===== config.mk =====
export PLATFORM = sky130hd
export DESIGN_NAME = immgen
export DESIGN_NICKNAME = d
export VERILOG_FILES = /design/src/rtl/immgen_pkg.sv /design/src/rtl/immgen_fmt_dec.sv /design/src/rtl/immgen.sv
export SDC_FILE = /design/constraint.sdc
export NUM_CORES = 1
export LEC_CHECK = 0
export BUFFER_PORTS_ARGS = -buffer_cell sky130_fd_sc_hd__buf_4
export CAP_MARGIN = 40
export CORE_UTILIZATION = 37
export DETAILED_ROUTE_END_ITERATION = 10
export PLACE_DENSITY = 0.85
export SYNTH_ARGS = -nofsm -noshare
export SYNTH_HDL_FRONTEND = slang
export SYNTH_SLANG_ARGS = --single-unit

===== constraint.sdc =====
create_clock -name vclk -period 1.8
set_input_delay 0.18 -clock vclk [all_inputs]
set_output_delay 0.18 -clock vclk [all_outputs]
set_load 0.02 [all_outputs]

===== src/rtl/immgen_pkg.sv =====
// Shared opcode constants, immediate format enum and sign-extension helpers
// for the RV32I (+FLW/FSW) immediate generator.
package immgen_pkg;

    localparam int XLEN = 32;

    localparam logic [6:0] OPC_LOAD   = 7'b0000011;
    localparam logic [6:0] OPC_FLW    = 7'b0000111;
    localparam logic [6:0] OPC_OP_IMM = 7'b0010011;
    localparam logic [6:0] OPC_AUIPC  = 7'b0010111;
    localparam logic [6:0] OPC_STORE  = 7'b0100011;
    localparam logic [6:0] OPC_FSW    = 7'b0100111;
    localparam logic [6:0] OPC_OP     = 7'b0110011;
    localparam logic [6:0] OPC_LUI    = 7'b0110111;
    localparam logic [6:0] OPC_OP_FP  = 7'b1010011;
    localparam logic [6:0] OPC_BRANCH = 7'b1100011;
    localparam logic [6:0] OPC_JALR   = 7'b1100111;
    localparam logic [6:0] OPC_JAL    = 7'b1101111;
    localparam logic [6:0] OPC_SYSTEM = 7'b1110011;

    typedef enum logic [2:0] {
        NONE = 3'd0,
        I    = 3'd1,
        S    = 3'd2,
        B    = 3'd3,
        U    = 3'd4,
        J    = 3'd5
    } imm_fmt_t;

    function automatic logic [XLEN-1:0] sext12(input logic [11:0] v);
        return {{(XLEN-12){v[11]}}, v};
    endfunction

    // Branch/jump offsets are even; bit 0 is implied and not encoded.
    function automatic logic [XLEN-1:0] sext13(input logic [12:0] v);
        return {{(XLEN-13){v[12]}}, v};
    endfunction

    function automatic logic [XLEN-1:0] sext21(input logic [20:0] v);
        return {{(XLEN-21){v[20]}}, v};
    endfunction

endpackage


===== src/rtl/immgen_fmt_dec.sv =====
// Opcode to immediate-format decoder. funct3/funct7 are deliberately ignored;
// anything without an immediate (OP, OP-FP, SYSTEM, undefined) maps to NONE.
module immgen_fmt_dec
    import immgen_pkg::*;
(
    input  logic [6:0] opcode,
    output imm_fmt_t   fmt
);

    always_comb begin
        fmt = NONE;
        case (opcode)
            OPC_LOAD,
            OPC_FLW,
            OPC_OP_IMM,
            OPC_JALR:   fmt = I;
            OPC_STORE,
            OPC_FSW:    fmt = S;
            OPC_BRANCH: fmt = B;
            OPC_LUI,
            OPC_AUIPC:  fmt = U;
            OPC_JAL:    fmt = J;
            default:    fmt = NONE;
        endcase
    end

endmodule


===== src/rtl/immgen.sv =====
// Immediate generator for decode: format mux over the instruction fields.
// Define IMMGEN_REG_OUT_EN to register imm/fmt (1-cycle latency, async clear).
module immgen
    import immgen_pkg::*;
(
    input  logic        clk,
    input  logic        rstn,
    input  logic [31:0] instr,
    output logic [31:0] imm,
    output logic [2:0]  fmt
);

    imm_fmt_t           fmt_c;
    logic [XLEN-1:0]    imm_c;

    immgen_fmt_dec u_fmt_dec (
        .opcode (instr[6:0]),
        .fmt    (fmt_c)
    );

    // Shift-immediates take the raw 12-bit field, so SRAI keeps its 0x400 flag.
    always_comb begin
        imm_c = '0;
        case (fmt_c)
            I:       imm_c = sext12(instr[31:20]);
            S:       imm_c = sext12({instr[31:25], instr[11:7]});
            B:       imm_c = sext13({instr[31], instr[7], instr[30:25], instr[11:8], 1'b0});
            U:       imm_c = {instr[31:12], 12'b0};
            J:       imm_c = sext21({instr[31], instr[19:12], instr[20], instr[30:21], 1'b0});
            default: imm_c = '0;
        endcase
    end

`ifdef IMMGEN_REG_OUT_EN
    imm_fmt_t           fmt_q;
    logic [XLEN-1:0]    imm_q;

    always_ff @(posedge clk or negedge rstn) begin
        if (!rstn) begin
            imm_q <= '0;
            fmt_q <= NONE;
        end else begin
            imm_q <= imm_c;
            fmt_q <= fmt_c;
        end
    end

    assign imm = imm_q;
    assign fmt = fmt_q;
`else
    // Clock and reset only feed the optional output register.
    logic unused_clk_rst;
    assign unused_clk_rst = clk ^ rstn;

    assign imm = imm_c;
    assign fmt = fmt_c;
`endif

endmodule


==> impl_metrics.tcl <==
set metrics [dict create \
    status "complete, but fails checks" \
    violations "design-rule violations" \
    worst_pin_slew_ps 482 \
    viasPerCell 5.64 \
    crit_fanout 13 \
    seq_area_um2 0 \
    worstSetupPathType "in -> out" \
    postSynthAreaPerCell_um2 6.51 \
    synth_compound_area_frac 0.534 \
    dieWidth_um 43.7 \
    wl_um 2380 \
    slew_violations 0 \
    clkbuf_count 0 \
    critical_path.startpoint "instr[6]" \
    holdPathStages 3 \
    drt-initial-drc-count 31 \
    synthCells 99 \
    nFillCells 128 \
    yosysWarningCount 0 \
    dr.pass1.iters 7 \
    tns_ps 0 \
    start_util 0.413 \
    arrival_ps 1530 \
    fin_crit_sh 0.952 \
    vias 1004 \
    cp.required_ps 1620 \
    p_clk_frac 0 \
    syn_nets 133 \
    p_switching_w 0.000108 \
    die_y_um 43.7 \
    yosysSeqAreaShare 0 \
    antenna_found_initial 0 \
    rsz0062_at_grt "false" \
    synthMuxAreaShare 0 \
    hpwl_um 1960 \
    cp-end-kind "output pin" \
    dieArea_um2 1910 \
    p_leak_nw 0.670 \
    synth_top_family_by_area "compound AO/OA/AOI/OAI gates" \
    grt_pass1_wl_um 3360 \
    clock.fmax_mhz 584 \
    final_common_cell "buf_4" \
    drc_errors 6 \
    grt.total_usage 0.221 \
    synth-simple-area-share 0.344 \
    timing.final.setup_violations 0 \
    ioPinCount 69 \
    yosysUniqueCellTypes 33 \
    drv_cap 0 \
    hold_viol 0 \
    synth_fa_ha_area_frac 0 \
    fin_util 0.742 \
    drtAntennaViolNets 0 \
    max-vdd-ir-drop_uv 111 \
    min_period_ps 1710 \
    grt_max_degree 14 \
    drt-wirelength-per-cell_um 13.4 \
    hold_end "imm[14]" \
    grt.overflow.total 0 \
    io_buffers 67 \
    p_comb_frac 1.000 \
    cp-start-kind "input port" \
    core_area_um2 1560 \
    num_rows 14 \
    layout_common_cells "buf_4, nand2_1, a21oi_1, nor2_1, a21o_1" \
    syn-cell-area_um2 644 \
    internal_power_w 0.0000977 \
    antenna_cells 0 \
    drive_gt1_frac 0.537 \
    seqPwrFrac 0 \
    powerDensity_nw_per_um2 178 \
    syn_to_final_growth_pct 79.4 \
    nets 198 \
    synthXorXnorAreaFrac 0 \
    sequential_cell_total 0 \
    gp_congestion 0.866 \
    hold_path.class "in -> out" \
    min_from "instr[14]" \
    grt_pass1_vias 794 \
    maxSlewHeadroom 0.679 \
    p_sw_frac 0.524 \
]
[critical path, cell delays in order]
cell,delay [ps]
buf_4,160
or3b_1,490
a21oi_4,230
o221ai_4,200
nand2_1,120
buf_4,140
[what timing repair did]
item | 4_1_cts | 5_1_grt
gates resized for setup | 0 | 2
hold buffers | 0 | 0
setup endpoints to repair | 0 | 11
setup buffers | 0 | 0
[metal layers]
layer,wire (um),GRT usage,vias to the layer above,share of wire
met5,0,0,-,0
met4,0,0.0313,0,0
met3,217,0.0167,0,0.091
met2,1330,0.433,54,0.56
met1,833,0.260,462,0.35
li1,-,-,488,-
[power groups by stage]
stage,registers [W],logic (W),clock network [W]
after floorplan,0,0.000100,0
after global placement,0,0.000196,0
after detailed placement,0,0.000201,0
after CTS,0,0.000202,0
after global routing,0,0.000218,0
final,0,0.000205,0
[final cells by class]
| type | count | area (um^2) | area share |
|---|---|---|---|
| Multi-Input combinational cell | 87 | 584 | 0.505 |
| Tap cell | 16 | 20.0 | 0.0173 |
| Timing Repair Buffer | 72 | 541 | 0.468 |
| Inverter | 3 | 11.3 | 0.00974 |
[worst max path at each step]
stage	endpoint	slack, ps	cells past startpoint
after CTS	imm[24]	50	6
after global placement	imm[23]	110	6
after detailed placement	imm[24]	50	6
final	imm[24]	90	6
after floorplan	imm[21]	130	5
after global routing	imm[24]	6	6
[cell usage after synthesis (all sizes together), types with 2 or more instances]
cell	n	share of area
buf	9	0.10
nand2	20	0.13
nand2b	2	0.019
a21o	9	0.10
nor3	2	0.016
nor2	11	0.064
a2111oi	3	0.099
nand3	4	0.031
a211o	2	0.029
inv	3	0.017
a22o	5	0.076
nand4b	2	0.027
a21oi	16	0.14
[per-stage QoR]
stage	setup WS (ps)	instances	total power, W	hold slack, ps	area (um^2)
3_5_place_dp	51.5	178	0.000201	658	1140
2_1_floorplan	129	99	0.000100	425	644
6_report	87.0	178	0.000205	656	1160
3_3_place_gp	111	178	0.000196	653	1140
4_1_cts	55.0	178	0.000202	659	1140
5_1_grt	5.83	178	0.000218	667	1160
[cell families after synthesis]
logic type | after synthesis
simple gates | 46
compound gates | 41
buf+inv | 12
(Power assumes the default switching activity.)
